## src/rtl/reg_cfg_master.sv

```systemverilog
// reg_cfg_master: queues 32-bit configuration commands in a small FIFO and
// plays them out one at a time on a simple strobe-based register bus.
// Write-verify commands write and then read back the same address. A
// mismatch on the read-back is flagged on the response and counted.
module reg_cfg_master #(
  parameter int FIFO_DEPTH = 4,
  parameter int ERR_CNT_W  = 8
) (
  input  logic                 clk,
  input  logic                 rst,
  input  logic                 cmd_valid,
  output logic                 cmd_ready,
  input  logic [31:0]          cmd_data,
  output logic                 wr_en,
  output logic                 rd_en,
  output logic [13:0]          addr,
  output logic [15:0]          write_data,
  input  logic [15:0]          read_data,
  output logic                 rsp_valid,
  input  logic                 rsp_ready,
  output logic [15:0]          rsp_data,
  output logic [13:0]          rsp_addr,
  output logic                 rsp_err,
  output logic [ERR_CNT_W-1:0] err_cnt,
  output logic                 busy
);

  localparam int AW = $clog2(FIFO_DEPTH);

  localparam logic [1:0] OP_WR  = 2'b00;
  localparam logic [1:0] OP_RD  = 2'b01;
  localparam logic [1:0] OP_WV  = 2'b10;
  localparam logic [1:0] OP_RSV = 2'b11;

  typedef struct packed {
    logic [1:0]  op;
    logic [13:0] addr;
    logic [15:0] data;
  } cmd_t;

  typedef enum logic [1:0] {
    IDLE = 2'd0,
    WR   = 2'd1,
    RD   = 2'd2,
    RSP  = 2'd3
  } state_t;

  // ---------------------------------------------------------------------
  // Command FIFO: pointers carry one extra wrap bit so full and empty can
  // be told apart without a separate occupancy counter.
  // ---------------------------------------------------------------------
  cmd_t          fifo_mem [FIFO_DEPTH];
  logic [AW:0]   wr_ptr;
  logic [AW:0]   rd_ptr;
  logic          full;
  logic          empty;
  logic          push;
  logic          pop;
  cmd_t          head;

  state_t        state;
  cmd_t          cur;

  assign empty     = (wr_ptr == rd_ptr);
  assign full      = (wr_ptr[AW] != rd_ptr[AW]) &&
                     (wr_ptr[AW-1:0] == rd_ptr[AW-1:0]);
  assign cmd_ready = !full;
  assign push      = cmd_valid && cmd_ready;
  // The FSM takes the head whenever it is idle and something is queued.
  assign pop       = (state == IDLE) && !empty;
  assign head      = fifo_mem[rd_ptr[AW-1:0]];
  assign busy      = !empty || (state != IDLE);

  // Storage array needs no reset; the pointers alone define what is valid.
  always_ff @(posedge clk) begin
    if (push) fifo_mem[wr_ptr[AW-1:0]] <= cmd_t'(cmd_data);
  end

  // Pointer update; push and pop in the same cycle leave occupancy as is.
  always_ff @(posedge clk or negedge rst) begin
    if (!rst) begin
      wr_ptr <= '0;
      rd_ptr <= '0;
    end else begin
      if (push) wr_ptr <= wr_ptr + (AW+1)'(1);
      if (pop)  rd_ptr <= rd_ptr + (AW+1)'(1);
    end
  end

  // ---------------------------------------------------------------------
  // Bus sequencer. All bus and response outputs are registered here so the
  // strobes are glitch-free and addr/write_data hold their last value while
  // idle. Strobes are set on the edge entering WR/RD and cleared on the edge
  // leaving it, which makes each exactly one cycle wide.
  // ---------------------------------------------------------------------
  always_ff @(posedge clk or negedge rst) begin
    if (!rst) begin
      state      <= IDLE;
      cur        <= '0;
      wr_en      <= 1'b0;
      rd_en      <= 1'b0;
      addr       <= '0;
      write_data <= '0;
      rsp_valid  <= 1'b0;
      rsp_data   <= '0;
      rsp_addr   <= '0;
      rsp_err    <= 1'b0;
      err_cnt    <= '0;
    end else begin
      case (state)
        IDLE: begin
          if (!empty) begin
            cur <= head;
            case (head.op)
              OP_WR, OP_WV: begin
                state      <= WR;
                wr_en      <= 1'b1;
                addr       <= head.addr;
                write_data <= head.data;
              end
              OP_RD: begin
                state <= RD;
                rd_en <= 1'b1;
                addr  <= head.addr;
              end
              default: begin
                // Reserved op: no bus cycle, straight to an error response.
                state     <= RSP;
                rsp_valid <= 1'b1;
                rsp_data  <= '0;
                rsp_addr  <= head.addr;
                rsp_err   <= 1'b1;
              end
            endcase
          end
        end

        WR: begin
          wr_en <= 1'b0;
          if (cur.op == OP_WV) begin
            // Read back the same address on the very next cycle.
            state <= RD;
            rd_en <= 1'b1;
          end else begin
            state <= IDLE;
          end
        end

        RD: begin
          // read_data is combinational from addr, valid by end of cycle.
          rd_en     <= 1'b0;
          state     <= RSP;
          rsp_valid <= 1'b1;
          rsp_data  <= read_data;
          rsp_addr  <= cur.addr;
          rsp_err   <= (cur.op == OP_WV) && (read_data != cur.data);
        end

        RSP: begin
          if (rsp_ready) begin
            rsp_valid <= 1'b0;
            state     <= IDLE;
            if (rsp_err && (err_cnt != {ERR_CNT_W{1'b1}}))
              err_cnt <= err_cnt + {{(ERR_CNT_W-1){1'b0}}, 1'b1};
          end
        end

        default: state <= IDLE;
      endcase
    end
  end

  // OP_RSV is handled by the default arm above; keep the name referenced.
  logic unused_rsv;
  assign unused_rsv = (OP_RSV == 2'b11);

endmodule

```

## config.mk

```make
export PLATFORM = sky130hd
export DESIGN_NAME = reg_cfg_master
export DESIGN_NICKNAME = d
export VERILOG_FILES = /design/src/rtl/reg_cfg_master.sv
export SDC_FILE = /design/constraint.sdc
export NUM_CORES = 1
export LEC_CHECK = 0
export ABC_CLOCK_PERIOD_IN_PS = 3250
export BUFFER_PORTS_ARGS = -buffer_cell sky130_fd_sc_hd__buf_2
export CAP_MARGIN = 40
export CORE_MARGIN = 2
export CORE_UTILIZATION = 57
export CTS_CLUSTER_SIZE = 24
export DETAILED_ROUTE_END_ITERATION = 6
export HOLD_SLACK_MARGIN = 0.03
export PLACE_DENSITY = 0.79
export SLEW_MARGIN = 5
export SYNTH_ARGS = -nofsm -noshare
export SYNTH_HDL_FRONTEND = slang
export SYNTH_SLANG_ARGS = --single-unit
export TNS_END_PERCENT = 1
```

## constraint.sdc

```tcl
create_clock -name clk -period 3.25 [get_ports clk]
set_input_delay 0.325 -clock clk [delete_from_list [all_inputs] [get_ports clk]]
set_output_delay 0.325 -clock clk [all_outputs]
set_load 0.05 [all_outputs]
```

# Word-level counts from Yosys, hierarchy flattened
# Memories as Yosys holds them, arrays and structs flattened.
# Index checks and enable logic that the tools add are counted.
[word_totals] register_bits=112 ram_bits=128 input_bits=52 output_inout_bits=74 elab_cells=88 mem_count=1
[mem_list] memory="fifo_mem" depth=4 word_bits=32 read_ports=1 rd_clocked_by_memory_dff=0 wr=1 line="52" source="cmd_t fifo_mem [FIFO_DEPTH];"
[classes] add_sub_neg=3 eq_ne=17 n_mux=25 bitwise=1 n_reduce_logical=26
[op_table] cell="two-way mux 16 bit" n=2
[op_table] cell="case mux 16 bit (2 select lines)" n=1
[op_table] cell="two-way mux 14 bit" n=2
[op_table] cell="case mux 14 bit (2 select lines)" n=1
[op_table] cell="!= test 16 bit" n=1
[op_table] cell="AND reduction 3 bit" n=5
[op_table] cell="two-way mux 1 bit" n=10
[op_table] cell="adder 8 x 1 -> 8 bit (second input constant)" n=1
[op_table] cell="== test 2 bit (second input constant)" n=4
[op_table] cell="!= test 2 bit (second input constant)" n=4
[op_table] cell="!= test 8 bit (second input constant)" n=1
[op_table] cell="case mux 2 bit (4 select lines)" n=1
[op_table] cell="AND reduction 4 bit" n=2
[op_table] cell="adder 3 x 1 -> 3 bit (second input constant)" n=2
[op_table] cell="two-way mux 2 bit" n=3
[op_table] cell="case mux 1 bit (3 select lines)" n=2
[op_table] cell="nonzero test 2 bit" n=3
[op_table] cell="nonzero test 3 bit" n=2
[op_table] cell="logical AND 1 bit" n=5
[op_table] cell="== test 2 x 1 -> 1 bit (second input constant)" n=2
[op_table] cell="logical NOT 2 bit" n=2
[op_table] cell="!= test 2 x 1 -> 1 bit (second input constant)" n=2
[op_table] cell="case mux 1 bit (2 select lines)" n=2
[op_table] cell="case mux 2 bit (2 select lines)" n=1
[op_table] cell="9 further kinds" n=11

# Logic depth before layout (Yosys ltp)
# Gate-level depths: netlist of run 1.
[logic_depth] depth_word=6 mapped_depth=8 depth_no_buf=6

# Worst setup path after synthesis of run 1
# Ideal clock, no wire load.
[synth_timing] path_kind="register to register" from="register rd_ptr[0]" to="memory fifo_mem[3][0] in the netlist's numbering, enable pin" setup_time_ns=0.394 arrival_time_ns=2.239 t_required_ns=2.856 slack_ns=0.617 stages_incl_launch_ff=6 n_path_buf=1 period_less_slack_ns=2.633 cell_sequence="dfrtp_1 > buf_4 > xor2_1 > nor2_1 > nand2_1 > and3_1"
[synth_via] elab_chain_cells=6
[synth_lines] item="start: declaration" line="54" source="logic [AW:0] rd_ptr;"
[synth_lines] item="start signal: assignment" line="86" source="if (pop) rd_ptr <= rd_ptr + (AW+1)'(1);"
[synth_lines] item="== test 2 bit" line="66" source="(wr_ptr[AW-1:0] == rd_ptr[AW-1:0]);"
[synth_lines] item="logical AND 1 bit" line="65" source="assign full = (wr_ptr[AW] != rd_ptr[AW]) &&"
[synth_lines] item="logical NOT 1 bit" line="67" source="assign cmd_ready = !full;"
[synth_lines] item="via cmd_ready" line="12" source="output logic cmd_ready,"
[synth_lines] item="logical AND 1 bit" line="68" source="assign push = cmd_valid && cmd_ready;"
[synth_lines] item="two-way mux 1 bit" line="76" source="if (push) fifo_mem[wr_ptr[AW-1:0]] <= cmd_t'(cmd_data);"
[synth_lines] item="two-way mux 1 bit (not written as such)" line="76"
[synth_lines] item="end: declaration" line="52"
# The timed path passes the listed nets, and every way through them passes these cells.

# Worst setup path after layout of run 1
[layout_timing] from="register rd_ptr[0]" to="output busy"
[layout_via] elab_chain_cells=3
[layout_lines] item="== test 3 bit" line="64" source="assign empty = (wr_ptr == rd_ptr);"
[layout_lines] item="logical NOT 1 bit"
[layout_lines] item="logical OR 1 bit" line="72" source="assign busy = !empty || (state != IDLE);"
[layout_lines] item="end: declaration" line="25" source="output logic busy"
# No other way between the ends.

==> summary.md, run 1 <==
| Metric | Value |
|---|---|
| WHS Endpoint | fifo_mem[3][7]$_DFFE_PP_ |
| H-tree depth | 1 |
| Maximum VDD drop | 0.549 mV |
| Mapped Cells | 521 |
| Largest net degree at the start of global routing | 58 |
| Chip width | 132 um |
| TritonCTS clock tree | done |
| Fill cells | 1071 |
| Reg2reg setup slack | 0.93 ns |
| Top cells by area, synth | edfxtp_1 (41%), dfrtp_1 (30%), mux4_2 (7.7%) |
| Clock tree buffer depth | 3 |
| Avg Inst Size Synth | 18.0 sq um |
| Actual slew at the worst max-slew pin | 0.735 ns |
| Hold crit path type | in -> reg |
| R2R depth | 6 |
| Final setup TNS | 0 ns |
| Die Area | 17500 sq um |
| Register Area | 6650 sq um |
| Hold violation count in the final report | 0 |
| RSZ-0062 raised after global routing | false |
| Initial antenna violation count | 0 |
| Min cycle time layout | 2.44 ns |
| Crit share post-route | 75.0% |
| Mux contribution to synthesized area | 17.3% |
| Comb pwr share | 42.8% |
| Initial Util | 58.6% |
| Max_slew headroom | 51.0% |
| Vias in the first global route | 5549 |
| Clock Latency Late Sink | 0.51 ns |
| Post-Syn Area | 9380 sq um |
| Status | complete, no violations |
| Max-Cap Viols | 0 |
| Core Area | 16000 sq um |
| Synth cell types | 36 |
| DRC Markers | 0 |
| Synth Area in Adders | 0.800% |
| GRT busiest layer | met2 |
| First drt pass iteration count | 5 |
| Psw | 5240 uW |
| Post-place setup slack | 0.975 ns |
| PwrDens | 1160 nW/um^2 |
| Cts bufs inserted | 24 |
| Critical path origin | rd_ptr[0]$_DFFE_PN0P_ |
| Post-cts resize count | 0 |
| XOR/XNOR share of the synthesized area | 2.80% |
| WP data required | 2.92 ns |
| Arrival time at the worst endpoint | 2.11 ns |
| CTS Root Cell | clkbuf_16 |
| Crit start category | flop |
| Synth Net Count | 579 |
| Crit. End Element | primary output |
| Vias/cell | 5.62 |
| Hold Path Depth | 1 |
| Detailed placement HPWL | 12300 um |
| Layout net count | 747 |
| Multi-input logic area | 2610 sq um |
| Largest family of logic cells by synthesized area | multiplexers |
| Fmax | 410 MHz |
| Site Rows | 46 |
| Vias | 5197 |
| First DRT Iteration DRCs | 412 |
| Synth warn | 0 |
| Routed WL | 19000 um |
| Setup Viol. Count Final | 0 |
| Clock power share | 19.5% |
| #FFs+latches synth | 240 |
| Crit Reg-Reg Endpoint | fifo_mem[0][7]$_DFFE_PP_ |
| Worst hold start | cmd_data[7] |
| Synth Area in Simple Gates | 3.56% |
| Sequential area share after synthesis | 70.9% |
| Met2 usage in global routing | 36.3% |
| Total track usage | 22.3% |
| WL per Instance | 20.6 um |
| Clk sinks | 240 |
| Pins Over Slew Limit | 0 |
| Synth top area share | 41.0% |
| Post-DRT Antenna Nets | 0 |
| Largest area contributor in the netlist | edfxtp_1 |
| Crit Path Class | reg -> out |
| Reg2Reg Launch Point | rd_ptr[1]$_DFFE_PN0P_ |
| Compound-Gate Fraction of Synth Area | 3.20% |
| GP Congestion | 0.834 |
| Final WS setup | 0.814 ns |
| Pint | 7890 uW |
| Met3 Use GR | 4.73% |
| Port bufs | 125 |
| Sequential power share | 37.7% |
| Global-route wire length before repair | 30300 um |
| Grt total ovfl | 0 |
| Routing usage on met1 | 31.0% |
| Leak | 0.00453 uW |
| Reg clk slew, reported paths | 0.06 ns |
| Worst Skew | 0.0110 ns |
| Boundary Pins | 126 |
| Vert. Die Dim | 132 um |
| Layout area overhead | 20.4% |
| Switching fraction of total power | 39.9% |
| Ratio of cells with drive above 1 in the final layout | 37.6% |
| Critical Path Fanout Max | 12 |
registers in the layout (all words and copies together), names as in the netlist:
signal / cells
addr: 14
cur: 32
err_cnt: 8
fifo_mem: 128
rd_en: 1
rd_ptr: 3
rsp_addr: 14
rsp_data: 16
rsp_err: 1
rsp_valid: 1
state: 2
wr_en: 1
wr_ptr: 3
write_data: 16
what timing repair did:
action,in CTS,in global routing
endpoints found under the hold margin,137,4
hold buffers,23,1
setup buffers,0,0
per-stage QoR:
| stage | std cells | total power [uW] | cell area, sq um | util [%] | hold slack [ns] |
|---|---|---|---|---|---|
| final | 924 | 13100 | 11300 | 70.6 | 0.0395 |
| after global routing | 923 | 13800 | 11300 | 70.5 | 0.0308 |
| after CTS | 922 | 13200 | 11300 | 70.5 | 0.0309 |
| after detailed placement | 855 | 10600 | 10300 | 64.5 | 0.421 |
| after global placement | 854 | 10300 | 10300 | 64.4 | 0.409 |
| after floorplan | 521 | 9110 | 9380 | - | 0.0294 |
cell type report:
type                    instances  area share (%)
well taps                     216            2.39
clock buffers                  35            5.87
diodes                          1          0.0222
multi-input cells             252            23.1
flip-flops and latches        240            58.9
inverters                       5           0.166
clock inverters                 9           0.565
repair buffers                166            9.00
power groups by stage:
stage / registers (uW) / clock network [uW] / logic [uW]
after detailed placement: 4990 / 0 / 5570
after floorplan: 6240 / 0 / 2870
after global placement: 4930 / 0 / 5380
after CTS: 4960 / 2600 / 5650
final: 4950 / 2560 / 5620
after global routing: 5070 / 2730 / 5980
critical path, cell delays in order (launching register included):
cell and delay (ns):
dfrtp_2 0.55, xor2_1 0.26, nor3_4 0.47, nand2_1 0.09, buf_2 0.24
cell usage after synthesis, drive strengths merged:
| master | number |
|---|---|
| nor2 | 22 |
| buf | 14 |
| nand2 | 14 |
| ha | 6 |
| nand2b | 1 |
| mux2 | 64 |
| nor2b | 3 |
| clkbuf | 10 |
| nand3 | 4 |
| a21oi | 18 |
| dfrtp | 112 |
| o21bai | 1 |
| xor2 | 7 |
| nor3 | 4 |
| and3 | 6 |
| nor4 | 2 |
| xnor2 | 23 |
| edfxtp | 128 |
| o21ai | 4 |
| mux4 | 32 |
| inv | 5 |
| a31o | 1 |
| a22o | 16 |
| mux2i | 14 |
| nand4 | 6 |
| and2 | 1 |
| o21a | 1 |
| o31ai | 2 |
cell usage in the layout, fill, tap and decap left out, types with 7 or more instances in the layout:
cell type	n
edfxtp_1	128
buf_2	124
dfrtp_1	111
mux2_2	44
mux4_2	32
clkbuf_16	25
dlygate4sd3_1	24
xnor2_1	23
nor2_1	22
a21oi_1	18
a22o_1	16
buf_4	16
mux2i_1	14
nand2_1	13
mux2_4	10
mux2_1	10
clkbuf_1	10
xor2_1	7
how the worst max path moves through the flow:
stage          cells after the start                        to
6_report                           4                      busy
5_1_grt                            4                      busy
4_1_cts                            4                      busy
3_5_place_dp                       5  fifo_mem[0][8]$_DFFE_PP_
3_3_place_gp                       4  rsp_addr[10]$_DFFE_PN0P_
2_1_floorplan                      5  fifo_mem[3][0]$_DFFE_PP_
logic make-up after synthesis:
kind of cell | after synthesis
flip-flops | 240
XOR/XNOR | 30
multiplexers | 110
buffers and inverters | 29
AND/OR/NAND/NOR | 63
AO/OA/AOI/OAI | 43
adder cells (fa/ha/maj) | 6
metal layers:
metal  share of wire (%)  up-vias
met5                   0        -
met4                 1.8        0
met3                 6.3       24
met2                  50      178
met1                  42     2671
li1                    -     2324
Note: power is estimated with default switching activity, not from simulation.
==> inputs of run 2 (changes only) <==
--- a/config.mk
+++ b/config.mk
@@ -5,7 +5,7 @@
 export SDC_FILE = /design/constraint.sdc
 export NUM_CORES = 1
 export LEC_CHECK = 0
-export ABC_CLOCK_PERIOD_IN_PS = 3250
+export ABC_CLOCK_PERIOD_IN_PS = 2520
 export BUFFER_PORTS_ARGS = -buffer_cell sky130_fd_sc_hd__buf_2
 export CAP_MARGIN = 40
 export CORE_MARGIN = 2
==> constraint.sdc (replaced) <==
create_clock -name clk -period 2.52 [get_ports clk]
set_input_delay 0.252 -clock clk [delete_from_list [all_inputs] [get_ports clk]]
set_output_delay 0.252 -clock clk [all_outputs]
set_load 0.05 [all_outputs]
==> summary.md, run 2 (synthesis gave the netlist of run 1 again) <==
| Metric | Value |
|---|---|
| Setup Viol. Count Final | 0 (unchanged) |
| Slowest-stage cell, CP | dfrtp_2 (unchanged) |
| Grt total ovfl | 0 (unchanged) |
| R2R depth | 5 (was 6) |
| Vias in the first global route | 5564 (was 5549) |
| Crit. path cell count | 4 (unchanged) |
| Site Rows | 46 (unchanged) |
| Fill cells | 999 (was 1071) |
| Cts bufs inserted | 24 (unchanged) |
| Detailed placement HPWL | 12400 um (was 12300 um) |
| Critical Path Fanout Max | 8 (was 12) |
| Multi-input logic area | 2610 sq um (about the same) |
| Largest net degree at the start of global routing | 68 (was 58) |
| Final setup TNS | 0 ns (unchanged) |
| Crit Reg-Reg Endpoint | addr[6]$_DFFE_PN0P_ (was fifo_mem[0][7]$_DFFE_PP_) |
| Routed WL | 19000 um (about the same) |
| GP Congestion | 0.836 (was 0.834) |
| Initial Util | 58.6% (unchanged) |
| Reg clk slew, reported paths | 0.06 ns (about the same) |
| Delay-heaviest family, CP | simple AND/OR/NAND/NOR gates (unchanged) |
| Worst Skew | 0.00862 ns (was 0.0110 ns) |
| Die Area | 17500 sq um (unchanged) |
| Max-Cap Viols | 0 (unchanged) |
| First drt pass iteration count | 4 (was 5) |
| Total track usage | 22.4% (was 22.3%) |
| WHS Endpoint | wr_ptr[0]$_DFFE_PN0P_ (was fifo_mem[3][7]$_DFFE_PP_) |
| Critical path origin | rd_ptr[0]$_DFFE_PN0P_ (unchanged) |
| Clock tree buffer depth | 3 (unchanged) |
| Actual slew at the worst max-slew pin | 0.607 ns (was 0.735 ns) |
| DRC Markers | 0 (unchanged) |
| Crit start category | flop (unchanged) |
| Final Power | 17100 uW (was 13100 uW) |
| Global-route wire length before repair | 30600 um (was 30300 um) |
| Vias | 5201 (was 5197) |
| RSZ-0062 raised after global routing | false (unchanged) |
| Crit path buf inv count | 1 (unchanged) |
| Leading cell type in the layout, fill and taps excluded | edfxtp_1 (unchanged) |
| Worst hold start | cmd_valid (was cmd_data[7]) |
| Layout area overhead | 23.9% (was 20.4%) |
| Crit. End Element | primary output (unchanged) |
| Core Area | 16000 sq um (unchanged) |
| Initial antenna violation count | 1 (was 0) |
| Boundary Pins | 126 (unchanged) |
| PwrDens | 1470 nW/um^2 (was 1160 nW/um^2) |
| Clk sinks | 240 (unchanged) |
| Pins Over Slew Limit | 0 (unchanged) |
| Hold violation count in the final report | 0 (unchanged) |
| WL per Instance | 20.0 um (was 20.6 um) |
| Register Area | 6650 sq um (unchanged) |
| TritonCTS clock tree | done (unchanged) |
| Fmax | 442 MHz |
| Vert. Die Dim | 132 um (unchanged) |
| Hold crit path type | in -> reg (unchanged) |
| Layout net count | 772 (was 747) |
| Reg2Reg Launch Point | rd_ptr[0]$_DFFE_PN0P_ (was rd_ptr[1]$_DFFE_PN0P_) |
| H-tree depth | 1 (unchanged) |
| Ratio of cells with drive above 1 in the final layout | 36.9% (was 37.6%) |
| Port bufs | 125 (unchanged) |
| CTS Root Cell | clkbuf_16 (unchanged) |
| Most frequent cells in the layout | edfxtp_1 (128), buf_2 (124), dfrtp_1 (111) (unchanged) |
| Status | complete, no violations (unchanged) |
| Maximum VDD drop | 0.713 mV (was 0.549 mV) |
| Worst-path cell chain | xor2_1 > nor3_4 > nand2_1 > buf_2 (unchanged) |
| WP data required | 2.27 ns (was 2.92 ns) |
| First DRT Iteration DRCs | 418 (was 412) |
| Min cycle time layout | 2.26 ns |
| Clock Latency Late Sink | 0.51 ns (about the same) |
| Max_slew headroom | 59.6% (was 51.0%) |
| Reg2reg setup slack | 0.45 ns (was 0.93 ns) |
| Leak | 0.00466 uW (was 0.00453 uW) |
| Vias/cell | 5.48 (was 5.62) |
| Crit share post-route | 89.7% |
| Post-DRT Antenna Nets | 0 (unchanged) |
| Arrival time at the worst endpoint | 2.01 ns (was 2.11 ns) |
| Slowest stage delay, CP | 0.46 ns (was 0.55 ns) |
| Chip width | 132 um (unchanged) |
| Largest register FFs | 128 (unchanged) |
| Crit Path Class | reg -> out (unchanged) |
| Hold Path Depth | 3 (was 1) |
[run 2: cell count changes in the layout (fill, tap and decap cells not counted), moves of 2 or more]
cell and change:
buf_12 +4, clkinv_1 +2, clkinv_2 +2, clkbuf_1 -6, buf_4 -5, dlygate4sd3_1 +26
[run 2: worst max-delay path by stage]
stage / slack [ns] / to
final: 0.26 / busy
after global routing: 0.15 / busy
after CTS: 0.24 / busy
after detailed placement: 0.45 / addr[5]$_DFFE_PN0P_
after global placement: 0.44 / rsp_addr[10]$_DFFE_PN0P_
after floorplan: -0.08 / fifo_mem[0][0]$_DFFE_PP_
[run 2: area by class of cell]
| type | count | share of cell area (%) |
|---|---|---|
| antenna | 1 | 0.0215 |
| inverter | 5 | 0.161 |
| clock buffer | 29 | 5.51 |
| timing repair buffer | 191 | 11.3 |
| sequential | 240 | 57.2 |
| clock inverter | 15 | 1.00 |
| multi-input combinational | 252 | 22.4 |
| tap | 216 | 2.33 |
[run 2: what timing repair did]
action | CTS | global route
buffers inserted | 0 | 0
hold endpoints to repair | 190 | 0
hold buffers | 50 | 0
resized for setup | 0 | 0
[run 2: routing by layer]
layer  routed length, um  part of all wire [%]  GRT usage (%)
met5                   0                     0              0
met4                 270                   1.4           5.44
met3                1010                   5.3           3.77
met2                9370                    49           36.1
met1                8310                    44           32.7
[run 2: metrics by stage]
stage          area (sq um)  hold WS [ns]  std cells  util, %  setup WS (ns)
2_1_floorplan          9380       -0.0436        521        -        -0.0811
3_3_place_gp          10300         0.278        853     64.7          0.437
3_5_place_dp          10400         0.302        854     64.8          0.449
4_1_cts               11600         0.115        948     72.6          0.240
5_1_grt               11600         0.125        949     72.6          0.146
6_report              11600         0.122        949     72.6          0.259
[run 2: power by group]
| group | internal, uW | switching [uW] |
|---|---|---|
| Clock | 2010 | 1410 |
| Sequential | 5590 | 767 |
| Combinational | 2750 | 4590 |
| Total | 10300 | 6770 |
[run 2: worst register-to-register path, delay by kind of cell (launching register included)]
| kind | cells | cell delay (ns) |
|---|---|---|
| flops | 1 | 0.46 |
| simple gates | 3 | 0.89 |
| xor+xnor | 1 | 0.21 |
| mux | 1 | 0.39 |
==> inputs of run 3 (changes only) <==
--- a/config.mk
+++ b/config.mk
@@ -6,12 +6,12 @@
 export NUM_CORES = 1
 export LEC_CHECK = 0
 export ABC_CLOCK_PERIOD_IN_PS = 2520
-export BUFFER_PORTS_ARGS = -buffer_cell sky130_fd_sc_hd__buf_2
 export CAP_MARGIN = 40
 export CORE_MARGIN = 2
-export CORE_UTILIZATION = 57
+export CORE_UTILIZATION = 63
 export CTS_CLUSTER_SIZE = 24
 export DETAILED_ROUTE_END_ITERATION = 6
+export DONT_BUFFER_PORTS = 1
 export HOLD_SLACK_MARGIN = 0.03
 export PLACE_DENSITY = 0.79
 export SLEW_MARGIN = 5
==> summary.md, run 3 (synthesis gave the netlist of run 1 again) <==
| Metric | Value |
|---|---|
| Total track usage | 22.9% (was 22.4%) |
| Hold_buf cts | 49 (was 50) |
| Placed insts | 702 (was 854) |
| Failing checks | negative hold slack |
| Setup Viol. Count Final | 0 (unchanged) |
| Initial Util | 64.5% (was 58.6%) |
| TritonCTS clock tree | done (unchanged) |
| Arrival time at the worst endpoint | 2.05 ns (was 2.01 ns) |
| Slowest-stage cell, CP | nor3_4 (was dfrtp_2) |
| Fill cells | 812 (was 999) |
| DRC Markers | 0 (unchanged) |
| Global-route wire length before repair | 28300 um (was 30600 um) |
| Fmax | 434 MHz (was 442 MHz) |
| First DRT Iteration DRCs | 403 (was 418) |
| Clk sinks | 240 (unchanged) |
| Slowest stage delay, CP | 0.50 ns (was 0.46 ns) |
| Vias | 4756 (was 5201) |
| RSZ-0062 raised after global routing | false (unchanged) |
| Post-DRT Antenna Nets | 0 (unchanged) |
| Largest net degree at the start of global routing | 113 (was 68) |
| Detailed placement HPWL | 11400 um (was 12400 um) |
| Clock tree buffer depth | 3 (unchanged) |
| Crit. End Element | primary output (unchanged) |
| Initial antenna violation count | 1 (unchanged) |
| Layout net count | 651 (was 772) |
| Hold violation count in the final report | 112 (was 0) |
| Pins Over Slew Limit | 0 (unchanged) |
| Hold crit path type | in -> async (was in -> reg) |
| Die Area | 15900 sq um (was 17500 sq um) |
| Grt total ovfl | 0 (unchanged) |
| Actual slew at the worst max-slew pin | 0.648 ns (was 0.607 ns) |
| H-tree depth | 1 (unchanged) |
| First drt pass iteration count | 5 (was 4) |
| Ratio of cells with drive above 1 in the final layout | 25.5% (was 36.9%) |
| Crit share post-route | 91.5% (was 89.7%) |
| Worst-path cell chain | xor2_1 > nor3_4 > nand2_1 > buf_4 (was xor2_1 > nor3_4 > nand2_1 > buf_2) |
| Crit Path Class | reg -> out (unchanged) |
| Max_slew headroom | 56.8% (was 59.6%) |
| Vias/cell | 5.97 (was 5.48) |
| Boundary Pins | 126 (unchanged) |
| PwrDens | 1520 nW/um^2 (was 1470 nW/um^2) |
| Fin cells | 796 (was 949) |
| Largest register FFs | 128 (unchanged) |
| Most frequent cells in the layout | edfxtp_1 (128), dfrtp_1 (111), dlygate4sd3_1 (49) (was edfxtp_1 (128), buf_2 (124), dfrtp_1 (111)) |
| Leading cell type in the layout, fill and taps excluded | edfxtp_1 (unchanged) |
| Post-CTS setup buffers | 0 (unchanged) |
| Fin util | 75.9% (was 72.6%) |
| Core Area | 14500 sq um (was 16000 sq um) |
| WL per Instance | 22.1 um (was 20.0 um) |
| WP data required | 2.27 ns (about the same) |
| Max-Cap Viols | 0 (unchanged) |
| Leak | 0.00420 uW (was 0.00466 uW) |
| Min cycle time layout | 2.31 ns (was 2.26 ns) |
| Multi-input logic area | 2610 sq um (about the same) |
| Vias in the first global route | 4935 (was 5564) |
| Vert. Die Dim | 126 um (was 132 um) |
| Chip width | 126 um (was 132 um) |
| Site Rows | 44 (was 46) |
| Status | complete, but fails checks (was complete, no violations) |
| Layout area overhead | 17.6% (was 23.9%) |
| Port bufs | 0 (was 125) |
| Cts bufs inserted | 24 (unchanged) |
| GP Congestion | 0.795 (was 0.836) |
| Clock Latency Late Sink | 0.51 ns (about the same) |
| Routed WL | 17600 um (was 19000 um) |
| Worst Skew | 0.0113 ns (was 0.00862 ns) |
| Worst hold slack | -0.567 ns (was 0.122 ns) |
| Post-cts resize count | 0 (unchanged) |
| Maximum VDD drop | 0.735 mV (was 0.713 mV) |
| CTS Root Cell | clkbuf_16 (unchanged) |
| Register Area | 6650 sq um (unchanged) |
| Post-place setup slack | 0.401 ns (was 0.449 ns) |
| Critical Path Fanout Max | 8 (unchanged) |
| Crit start category | flop (unchanged) |
| Reg clk slew, reported paths | 0.06 ns (about the same) |
| Final WS setup | 0.214 ns (was 0.259 ns) |
## run 3: changes by cell type in the layout (fill, tap and decap cells not counted), moves of 2 or more
cell / previous run / this run
clkbuf_8: 0 / 2
buf_2: 124 / 0
clkinv_1: 7 / 1
buf_4: 11 / 17
## run 3: per-layer routing
layer,share of wire [%],global-route usage (%)
met5,0,0
met4,2.4,6.40
met3,6.5,5.48
met2,46,34.2
met1,45,34.7
## run 3: area by class of cell
class                   count  area share [%]
diodes                      1          0.0227
clock buffers              32            6.13
clock inverters            12            1.28
inverters                   5           0.170
multi-input cells         252            23.7
flip-flops and latches    240            60.3
well taps                 184            2.09
repair buffers             70            6.33
## run 3: final timing paths
path | from | end | slack [ns] | cells after the start
setup / recovery | wr_ptr[0]$_DFFE_PN0P_ | busy | 0.21 | 4
hold / removal | rst | rsp_addr[7]$_DFFE_PN0P_ | -0.57 | 0
setup reg to reg | rd_ptr[1]$_DFFE_PN0P_ | addr[10]$_DFFE_PN0P_ | 0.41 | 5
hold reg to reg | cur[30]$_DFFE_PN0P_ | cur[30]$_DFFE_PN0P_ | 0.50 | 1
max in group asynchronous | rst | write_data[5]$_DFFE_PN0P_ | 2.88 | 0
min in group clk | cmd_valid | wr_ptr[0]$_DFFE_PN0P_ | 0.04 | 2
## run 3: critical path, delay by kind of cell, from the launching register on
kind,cells,cell delay [ns]
simple gates,2,0.65
buf+inv,1,0.23
flops,1,0.46
xor+xnor,1,0.21
## run 3: per-stage QoR
stage          hold slack (ns)  total power, uW  instance area (sq um)  TNS (ns)
6_report                -0.567            16700                  11000         0
5_1_grt                 -0.588            17500                  11000         0
3_5_place_dp           -0.0408            13100                   9720         0
3_3_place_gp           -0.0403            12800                   9720         0
4_1_cts                 -0.585            16800                  11000         0
2_1_floorplan          -0.0436            11700                   9380     -7.79
## run 3: power breakdown
part	total [uW]	internal (uW)	switching (uW)
Sequential	8310	5550	2760
Clock	3610	2200	1410
Combinational	4790	2380	2420
